<file path="src/rtl/sevenseg_scan_ctrl_if.sv">
// Pin and load bundle for sevenseg_scan_ctrl.
// master = register/software side, slave = scan controller.
interface sevenseg_scan_ctrl_if;
  logic [31:0] digit_data;
  logic [7:0]  digit_en;
  logic [7:0]  dp_in;
  logic        load;
  logic        load_ack;
  logic        frame_done;
  logic [7:0]  an;
  logic [6:0]  seg;
  logic        dp;

  modport master (
    output digit_data, digit_en, dp_in, load,
    input  load_ack, frame_done, an, seg, dp
  );

  modport slave (
    input  digit_data, digit_en, dp_in, load,
    output load_ack, frame_done, an, seg, dp
  );
endinterface

</file>
<file path="src/rtl/sevenseg_scan_ctrl.sv">
// 8-digit multiplexed 7-seg scanner with frame-aligned double buffering.
// Define SEVSEG_GHOST_BLANK_EN to add an all-off blank phase per slot.
module sevenseg_scan_ctrl #(
  parameter int unsigned REFRESH_DIV  = 100000,
  parameter int unsigned BLANK_CYCLES = 1000
) (
  input logic clk,
  input logic reset,
  sevenseg_scan_ctrl_if.slave disp
);

  localparam int unsigned CW = $clog2(REFRESH_DIV);

`ifdef SEVSEG_GHOST_BLANK_EN
  localparam int unsigned DRV_LEN = REFRESH_DIV - BLANK_CYCLES;
  localparam logic [CW-1:0] BLK_LAST = CW'(BLANK_CYCLES - 1);
`else
  localparam int unsigned DRV_LEN = REFRESH_DIV;
`endif
  localparam logic [CW-1:0] DRV_LAST = CW'(DRV_LEN - 1);

  if (REFRESH_DIV < 2 || BLANK_CYCLES >= REFRESH_DIV) begin : g_cfg_err
    $error("sevenseg_scan_ctrl: bad REFRESH_DIV/BLANK_CYCLES");
  end

  function automatic logic [6:0] hex7(input logic [3:0] h);
    logic [6:0] s;
    unique case (h)
      4'h0: s = 7'h40;
      4'h1: s = 7'h79;
      4'h2: s = 7'h24;
      4'h3: s = 7'h30;
      4'h4: s = 7'h19;
      4'h5: s = 7'h12;
      4'h6: s = 7'h02;
      4'h7: s = 7'h78;
      4'h8: s = 7'h00;
      4'h9: s = 7'h10;
      4'hA: s = 7'h08;
      4'hB: s = 7'h03;
      4'hC: s = 7'h46;
      4'hD: s = 7'h21;
      4'hE: s = 7'h06;
      4'hF: s = 7'h0E;
    endcase
    return s;
  endfunction

  logic [CW-1:0] cnt_q, cnt_d;
  logic [2:0]    idx_q, idx_d;
  logic          drive;
  logic          wrap;

`ifdef SEVSEG_GHOST_BLANK_EN
  typedef enum logic {ST_BLANK, ST_DRIVE} state_e;
  state_e state_q, state_d;
`endif

  always_comb begin
    cnt_d = cnt_q + 1'b1;
    idx_d = idx_q;
    wrap  = 1'b0;
`ifdef SEVSEG_GHOST_BLANK_EN
    state_d = state_q;
    drive   = (state_q == ST_DRIVE);
    unique case (state_q)
      ST_BLANK: begin
        if (cnt_q == BLK_LAST) begin
          state_d = ST_DRIVE;
          cnt_d   = '0;
        end
      end
      ST_DRIVE: begin
        if (cnt_q == DRV_LAST) begin
          state_d = ST_BLANK;
          cnt_d   = '0;
          idx_d   = idx_q + 3'd1;
          wrap    = (idx_q == 3'd7);
        end
      end
      default: state_d = ST_BLANK;
    endcase
`else
    drive = 1'b1;
    if (cnt_q == DRV_LAST) begin
      cnt_d = '0;
      idx_d = idx_q + 3'd1;
      wrap  = (idx_q == 3'd7);
    end
`endif
  end

  always_ff @(posedge clk or posedge reset) begin
    if (reset) begin
      cnt_q   <= '0;
      idx_q   <= '0;
`ifdef SEVSEG_GHOST_BLANK_EN
      state_q <= ST_BLANK;
`endif
    end else begin
      cnt_q   <= cnt_d;
      idx_q   <= idx_d;
`ifdef SEVSEG_GHOST_BLANK_EN
      state_q <= state_d;
`endif
    end
  end

  logic [31:0] act_data_q, pnd_data_q;
  logic [7:0]  act_en_q, pnd_en_q;
  logic [7:0]  act_dp_q, pnd_dp_q;
  logic        pnd_vld_q;
  logic        wrap_q, ack_q;

  // A load on the wrap cycle bypasses the pending buffer.
  always_ff @(posedge clk or posedge reset) begin
    if (reset) begin
      act_data_q <= '0;
      act_en_q   <= '0;
      act_dp_q   <= '0;
      pnd_data_q <= '0;
      pnd_en_q   <= '0;
      pnd_dp_q   <= '0;
      pnd_vld_q  <= 1'b0;
      wrap_q     <= 1'b0;
      ack_q      <= 1'b0;
    end else begin
      wrap_q <= wrap;
      ack_q  <= wrap & (disp.load | pnd_vld_q);
      if (wrap) begin
        pnd_vld_q <= 1'b0;
        if (disp.load) begin
          act_data_q <= disp.digit_data;
          act_en_q   <= disp.digit_en;
          act_dp_q   <= disp.dp_in;
        end else if (pnd_vld_q) begin
          act_data_q <= pnd_data_q;
          act_en_q   <= pnd_en_q;
          act_dp_q   <= pnd_dp_q;
        end
      end else if (disp.load) begin
        pnd_data_q <= disp.digit_data;
        pnd_en_q   <= disp.digit_en;
        pnd_dp_q   <= disp.dp_in;
        pnd_vld_q  <= 1'b1;
      end
    end
  end

  logic [3:0] nib;
  logic [7:0] an_d, an_q;
  logic [6:0] seg_d, seg_q;
  logic       dp_d, dp_q;
  logic       fd_q, la_q;

  assign nib = act_data_q[{idx_q, 2'b00} +: 4];

  always_comb begin
    an_d  = 8'hFF;
    seg_d = 7'h7F;
    dp_d  = 1'b1;
    if (drive) begin
      if (act_en_q[idx_q]) an_d = ~(8'h01 << idx_q);
      seg_d = hex7(nib);
      dp_d  = ~act_dp_q[idx_q];
    end
  end

  always_ff @(posedge clk or posedge reset) begin
    if (reset) begin
      an_q  <= 8'hFF;
      seg_q <= 7'h7F;
      dp_q  <= 1'b1;
      fd_q  <= 1'b0;
      la_q  <= 1'b0;
    end else begin
      an_q  <= an_d;
      seg_q <= seg_d;
      dp_q  <= dp_d;
      fd_q  <= wrap_q;
      la_q  <= ack_q;
    end
  end

  assign disp.an         = an_q;
  assign disp.seg        = seg_q;
  assign disp.dp         = dp_q;
  assign disp.frame_done = fd_q;
  assign disp.load_ack   = la_q;

endmodule

</file>
<file path="src/flat_wrapper.sv">
// flat-port wrapper written by rule: the top's interface ports become plain ports
module sevenseg_scan_ctrl_flat 
#(
  parameter int unsigned REFRESH_DIV  = 100000,
  parameter int unsigned BLANK_CYCLES = 1000
)
  (clk, reset, disp_digit_data, disp_digit_en, disp_dp_in, disp_load, disp_load_ack, disp_frame_done, disp_an, disp_seg, disp_dp);
  sevenseg_scan_ctrl_if disp_i ();
  input logic clk;
  input logic reset;
  input wire logic [$bits(disp_i.digit_data)-1:0] disp_digit_data;
  input wire logic [$bits(disp_i.digit_en)-1:0] disp_digit_en;
  input wire logic [$bits(disp_i.dp_in)-1:0] disp_dp_in;
  input wire logic [$bits(disp_i.load)-1:0] disp_load;
  output wire logic [$bits(disp_i.load_ack)-1:0] disp_load_ack;
  output wire logic [$bits(disp_i.frame_done)-1:0] disp_frame_done;
  output wire logic [$bits(disp_i.an)-1:0] disp_an;
  output wire logic [$bits(disp_i.seg)-1:0] disp_seg;
  output wire logic [$bits(disp_i.dp)-1:0] disp_dp;
  assign disp_i.digit_data = disp_digit_data;
  assign disp_i.digit_en = disp_digit_en;
  assign disp_i.dp_in = disp_dp_in;
  assign disp_i.load = disp_load;
  assign disp_load_ack = disp_i.load_ack;
  assign disp_frame_done = disp_i.frame_done;
  assign disp_an = disp_i.an;
  assign disp_seg = disp_i.seg;
  assign disp_dp = disp_i.dp;
  sevenseg_scan_ctrl #(.REFRESH_DIV(REFRESH_DIV), .BLANK_CYCLES(BLANK_CYCLES)) u_core (.clk(clk), .reset(reset), .disp(disp_i));
endmodule
</file>
<file path="config.mk">
export PLATFORM = sky130hd
export DESIGN_NAME = sevenseg_scan_ctrl_flat
export DESIGN_NICKNAME = d
export VERILOG_FILES = /design/src/rtl/sevenseg_scan_ctrl_if.sv /design/src/rtl/sevenseg_scan_ctrl.sv /design/src/flat_wrapper.sv
export SDC_FILE = /design/constraint.sdc
export NUM_CORES = 1
export LEC_CHECK = 0
export CAP_MARGIN = 20
export CORE_ASPECT_RATIO = 0.6
export CORE_MARGIN = 2
export CORE_UTILIZATION = 37
export CTS_CLUSTER_DIAMETER = 50
export DETAILED_ROUTE_END_ITERATION = 8
export GPL_TIMING_DRIVEN = 1
export SKIP_LAST_GASP = 1
export SYNTH_ARGS = -nofsm -noshare
export SYNTH_HDL_FRONTEND = slang
export SYNTH_SLANG_ARGS = --single-unit
</file>
<file path="constraint.sdc">
create_clock -name clk -period 4.3 [get_ports clk]
set_input_delay 0.645 -clock clk [delete_from_list [all_inputs] [get_ports clk]]
set_output_delay 0.645 -clock clk [all_outputs]
set_load 0.01 [all_outputs]
</file>
==> results.md, run 1 <==
- Status: finished clean
- Setup CP Type: register to register
- Initial core utilization: 37.6%
- Tightest Hold Check Type: register to register
- Drt pass-1 iters: 4
- Max Slew Vio Count: 0
- RSZ-0062 raised after global routing: no
- Worst Setup End Kind: register
- Hpwl dp: 8920 µm
- Max Cap Viol: 0
- Post-DR vias/cell: slightly below 5
- Grt peak-use layer: met1
- Power density cells: 397 nW/µm²
- Finish-stage setup viols: 0
- Hold Buf Count CTS: 0
- Combinational fraction of design power: approximately 8.5%
- Final worst path period need: 2.75 ns
- Relative slew margins: 35.1%
- Post-synthesis sequential area ratio: ~54%
- # resized after CTS: 0
- Static Leakage: 0.00343 µW
- Maximum vdd drop: ~0.00021 V
- CTS Sinks: approximately 140
- Largest net degree at the start of global routing: 81
- DP Area: roughly 7300 µm²
- IO Port Bufs: a little under 70
- H-tree Lvls: 4
- Routed length per instance: between 15 and 20 µm
- Grt met1 use: between 20% and 30%
- Core Footprint: ~17000 µm²
- Internal power: 2480 µW
- Gr usage total: about 15%
- Area growth, synth to finish: 23.8%
- GP Congestion: approximately 0.76
- Util after Layout: approximately 47%
- Post-synthesis register bit count: 137
- DRT iter0 DRCs: approximately 260
- CP startpoint kind: register
- Max Clock Freq: approximately 360 MHz
- Routing usage on met2: 20.5%
- CTS Root Cell: clkbuf_16
- # Post-CTS Setup Buffers: 0
- Non-filler cells in the finished layout: roughly 760
- Initial antenna violation count: 0
- Switching part of the total: between 20% and 30%
- Worst-Margin Slew: about 0.97 ns
- Critical Path AT: around 3.1 ns
- Final instance area: slightly below 8000 µm²
- Synth Net Count: ~500
- Placed insts: 726
- Nets: ~570
- Syn_area_per_cell: 14.6 µm²
- Worst-path maximum fanout: 9
- Vias in the first global route: roughly 3900
- Die width: around 170 µm
- Clock power frac: between 40% and 50%
- Synth cell types: 40
- Reg power frac: ~44%
- # DRC: 0
- Final WS setup: 1.55 ns
- Via count: ~3800
- CTS buffer count: 17
- Ant diodes: 0
- Row count: 37
- Yosys warning total: 0
- First-pass GRT wire length: 21400 µm
- M3 GR Usage: under 10%
- Commonest non-fill, non-tap cells in the layout: 147 x mux2_2, 121 x dfrtp_1, 67 x clkdlybuf4s50_1, 17 x clkbuf_16, 16 x dfstp_2
- Grt total ovfl: 0
- Clock Path Buffers: 2
- Final Skew: 0.00859 ns
- Die Height: around 110 µm
- Fin crit share: 63.9%
- Remaining antenna violation count: 0
- DP Worst Slack: around 1.5 ns
- Clock Latency Late Sink: 0.41 ns
- Final wirelength: 12900 µm
- Post-synthesis cell count: 439
- Reg clk slew, reported paths: roughly 0.050 ns
- # IOs: 69
- Final TNS setup: 0 ns
- Final Hold Vio Count: 0
- Net switching power: slightly below 700 µW
- Most common cell after layout, fill and taps aside: mux2_2
- Share of cells above drive strength 1: 39.7%
- CTS tree: done
- Fillers: between 1500 and 2000
- Crit path required time: roughly 4.6 ns
- Synth Cell Area: 6410 µm²
- DIE AREA: between 15000 and 20000 µm²
## final timing paths
check                                 from                    to  slack [ns]  depth (start not counted)
hold / removal                u_core.ack_q  u_core.disp.load_ack        0.35                          0
setup / recovery           u_core.idx_q[0]    u_core.disp.seg[4]        1.55                          7
setup reg to reg           u_core.idx_q[0]    u_core.disp.seg[4]        1.55                          7
max in group asynchronous            reset        u_core.disp.dp        2.65                          3
hold reg to reg               u_core.ack_q  u_core.disp.load_ack        0.35                          0
min in group asynchronous            reset      u_core.cnt_q[16]        0.73                          2
## power groups by stage
stage	Sequential, µW	Combinational, µW	Clock [µW]
after floorplan	1410	166	0
after global routing	1400	293	1580
after detailed placement	1420	271	0
after CTS	1390	272	1530
final	1390	268	1490
after global placement	1410	264	0
## metal layers
metal  vias to the layer above  routed length, µm
met4                         0                112
met2                        86               5320
met5                         -                  0
li1                       1734                  -
met3                        15                656
met1                      1931               6850
## layout make-up
type                    instances  area (µm²)  area share [%]
flip-flops and latches        137        3450            43.4
clock inverters                 8         120            1.51
repair buffers                 75         741            9.33
multi-input cells             270        2810            35.5
inverters                      10        40.0           0.504
clock buffers                  24         482            6.07
well taps                     234         293            3.69
## synthesized netlist by cell type
cell type  count  area, µm²
a211o_1        1       8.76
a21oi_1        2       10.0
a22o_2         1       10.0
and2_1         2       12.5
and3_1         3       18.8
and4_1         1       8.76
and4bb_2       1       12.5
buf_1          1       3.75
buf_2          6       30.0
buf_4          5       37.5
buf_6          3       33.8
clkbuf_1       7       26.3
dfrtp_1      121       3030
dfstp_2       16        420
ha_1          12        150
inv_1          9       33.8
inv_2          1       3.75
mux2_1         1       11.3
mux2_2       147       1660
mux2i_1        9       90.1
mux2i_4        2       45.0
mux4_1        11        289
mux4_2         1       22.5
nand2_1       13       48.8
nand3_1        8       40.0
nand4_1        4       25.0
nor2_1        14       52.6
nor2b_1        3       18.8
nor3_1         3       15.0
nor3b_1        1       7.51
nor4_2         1       12.5
nor4b_1        1       8.76
o21ai_0        4       20.0
o2bb2ai_1      1       8.76
o31ai_1        3       22.5
o31ai_2        1       12.5
or3_1          2       12.5
or4_1          2       15.0
xnor2_1        8       70.1
xor2_1         7       61.3
## flip-flops by register name (all words and copies together), names as in the netlist
name / cells
u_core.disp.frame_done: 1
u_core.wrap_q: 1
u_core.ack_q: 1
u_core.disp.load_ack: 1
u_core.act_en_q: 8
u_core.pnd_dp_q: 8
u_core.disp.dp: 1
u_core.act_data_q: 32
u_core.pnd_data_q: 32
u_core.pnd_en_q: 8
u_core.cnt_q: 17
u_core.idx_q: 3
u_core.act_dp_q: 8
u_core.pnd_vld_q: 1
u_core.disp.seg: 7
u_core.disp.an: 8
## critical path, stage by stage (launching register included)
cell,delay (ns)
dfrtp_1,0.50
buf_4,0.25
mux4_1,0.58
mux2i_1,0.50
inv_1,0.16
ha_1,0.26
mux2_2,0.26
o21ai_0,0.15
## metrics by stage
step | total power, µW | hold WS (ns)
2_1_floorplan | 1570 | 0.331
3_3_place_gp | 1680 | 0.340
3_5_place_dp | 1690 | 0.345
4_1_cts | 3190 | 0.358
5_1_grt | 3280 | 0.360
6_report | 3150 | 0.354
## cell families (layout without fill, tap and decap cells)
family	Yosys count	in the layout	synth area share (%)
XOR/XNOR	15	15	2.05
AND/OR/NAND/NOR	59	59	4.82
flip-flops	137	137	53.8
AO/OA/AOI/OAI	13	13	1.44
multiplexers	171	171	32.9
adder cells (fa/ha/maj)	12	12	2.34
buffers and inverters	32	117	2.63
Note: power is estimated with default switching activity, not from simulation.
==> run 2: changes to the inputs <==
clock period = 2.2 ns   (was 4.3 ns; I/O delays follow)
==> run 2 against run 1 <==
Against the previous run: critical path depth is 1 higher; count of clock-buffer cells in the layout shrank 3; die area stayed put; wire length up 10%; highest routed layer unchanged.
==> results.md, run 2 (same netlist as run 1, synthesis figures left out) <==
- Share of cells above drive strength 1: 45.4% (+5.7 points)
- Worst-Margin Slew: 0.603 ns (-0.366 ns)
- Most used cell, CP: buf_4
- DIE AREA: 18400 µm² (unchanged)
- CTS Sinks: 137 (unchanged)
- Row count: 37 (unchanged)
- Power density cells: 771 nW/µm² (+94%)
- Final Skew: 0.00709 ns (-0.00150 ns)
- Status: finished clean
- CTS tree: done
- Initial core utilization: 37.6% (unchanged)
- Clock Latency Late Sink: 0.41 ns (about the same)
- Finish-stage setup viols: 0 (unchanged)
- Total power: 6440 µW (+100%)
- Max Slew Vio Count: 0 (unchanged)
- Drt pass-1 iters: 4 (unchanged)
- Via count: 3872 (+2.8%)
- Final Hold Vio Count: 0 (unchanged)
- Commonest non-fill, non-tap cells in the layout: 147 x mux2_2, 120 x dfrtp_1, 67 x clkdlybuf4s50_1, 25 x buf_4, 18 x clkbuf_16
- Reg power frac: 42.3% (-1.9 points)
- Critical-path cell list: ha_2 > and4_1 > nand3_2 > nor4_4 > buf_4 > buf_4 > buf_6 > mux2_2
- Setup CP Type: register to register
- Static Leakage: 0.00360 µW (+4.8%)
- Ant diodes: 0 (unchanged)
- Clock Path Buffers: 2 (unchanged)
- # IOs: 69 (unchanged)
- Max stage delay on crit path: 0.39 ns (-0.19 ns)
- Worst reg2reg startpoint: u_core.cnt_q[0]
- Die Height: 106 µm (unchanged)
- Hpwl dp: 9770 µm (+9.5%)
- Top flop regs: u_core.act_data_q x32, u_core.pnd_data_q x32, u_core.cnt_q x17
- DRT iter0 DRCs: 167 (-36%)
- Final TNS setup: 0 ns (unchanged)
- Crit path required time: 2.49 ns (-2.14 ns)
- Worst Setup End Kind: register
- Final wirelength: 14200 µm (+10%)
- Remaining antenna violation count: 0 (unchanged)
- Final instance area: 8360 µm² (+5.3%)
- CTS buffer count: 17 (unchanged)
- Largest net degree at the start of global routing: 50 (-38%)
- Clock power frac: 48.9% (+1.6 points)
- # DRC: 0 (unchanged)
- H-tree Lvls: 4 (unchanged)
- Max Cap Viol: 0 (unchanged)
- Most common cell after layout, fill and taps aside: mux2_2
- Hold Buf Count CTS: 0 (unchanged)
- Reg clk slew, reported paths: 0.06 ns (about the same)
- R2r setup slk: 0.07 ns (-1.48 ns)
- Grt total ovfl: 0 (unchanged)
- DP Area: 7580 µm² (+3.4%)
- Area growth, synth to finish: 30.3%
- Critical Path Sink: u_core.act_data_q[17]
- Maximum vdd drop: 0.000522 V (+150%)
- Fin crit share: 96.8% (+33 points)
- Internal power: 5070 µW (+100%)
- Worst-path maximum fanout: 8 (-1)
- Setup crit start: u_core.cnt_q[0]
- CP startpoint kind: register
- IO Port Bufs: 68 (unchanged)
- Initial antenna violation count: 0 (unchanged)
- CTS Root Cell: clkbuf_16
- Top Layer Used: met4
- Crit-path slowest cell: dfrtp_1
- Core Footprint: 17000 µm² (unchanged)
- Relative slew margins: 59.7% (+25 points)
- Final worst path period need: 2.13 ns (-0.620 ns)
- Util after Layout: 49.0% (+2.5 points)
- Net switching power: 1370 µW (+100%)
- First-pass GRT wire length: 22600 µm (+5.3%)
- Tightest Hold Check Type: input port to register
- Die width: 174 µm (unchanged)
- Critical Path AT: 2.42 ns (-0.66 ns)
- GP Congestion: 0.784 (+3.2%)
- Fillers: 1485 (-4.9%)
- WL met3: 738 µm (+13%)
- Max Clock Freq: 470 MHz (+29%)
- Post-DR vias/cell: 4.92 (-0.97%)
- Worst Reg-to-Reg Cells: 8 (+1)
- Vias in the first global route: 3991 (+2.7%)
- Combinational fraction of design power: 8.8% (+0.3 points)
- Worst r2r dst: u_core.act_data_q[17]
- Switching part of the total: 21.3% (-0.18 points)
- Gr usage total: 16.1% (+0.94 points)
- Routed length per instance: 18.1 µm (+6.1%)
- Met2 wire len: 5720 µm (+7.6%)
- Nets: 603 (+5.1%)
- WL met1: 7630 µm (+11%)
## run 2: final cells by class
type	count	area [µm²]	share of cell area, %
clock buffer	21	460	5.51
sequential	137	3450	41.3
timing repair buffer	104	1070	12.8
inverter	10	41.3	0.494
tap	234	293	3.50
clock inverter	11	195	2.34
multi-input combinational	270	2850	34.1
## run 2: stage by stage
stage	worst slack, ns	hold slack [ns]	cells
after floorplan	0.0124	0.331	439
after global placement	0.0483	0.335	745
after detailed placement	0.00982	0.340	745
after CTS	0.00998	0.312	778
after global routing	-0.0237	0.348	787
final	0.0701	0.318	787
## run 2: timing repair
item,CTS,global route
endpoints found under the hold margin,0,0
buffers inserted,1,7
gates cloned,0,2
endpoints found under the setup margin,2,95
pin swaps,0,2
gates resized for setup,0,14
## run 2: how the worst min path moves through the flow
| stage | start | endpoint | cells past startpoint |
|---|---|---|---|
| 6_report | disp_load | u_core.pnd_vld_q | 3 |
| 5_1_grt | disp_load | u_core.pnd_vld_q | 3 |
| 4_1_cts | disp_load | u_core.pnd_vld_q | 3 |
| 3_5_place_dp | u_core.wrap_q | u_core.disp.frame_done | 0 |
| 2_1_floorplan | u_core.wrap_q | u_core.disp.frame_done | 0 |
| 3_3_place_gp | u_core.ack_q | u_core.disp.load_ack | 0 |
## run 2: layer usage
| metal | track usage (%) | up-vias |
|---|---|---|
| li1 | - | 1799 |
| met1 | 25.1 | 1971 |
| met2 | 21.1 | 85 |
| met3 | 4.22 | 17 |
| met4 | 5.40 | 0 |
| met5 | 0 | - |
## run 2: worst max-delay path, delay by kind of cell, from the launching register on
kind | cells | cell delay (ns)
fa+ha+maj | 1 | 0.21
buf+inv | 3 | 0.43
flops | 1 | 0.39
mux | 1 | 0.35
simple gates | 3 | 0.62
## run 2: power groups by stage
stage	sequential (µW)	clock [µW]	combinational, µW
after detailed placement	2770	0	565
final	2720	3150	566
after CTS	2720	3220	572
after global routing	2740	3330	616
after global placement	2760	0	552
after floorplan	2750	0	326
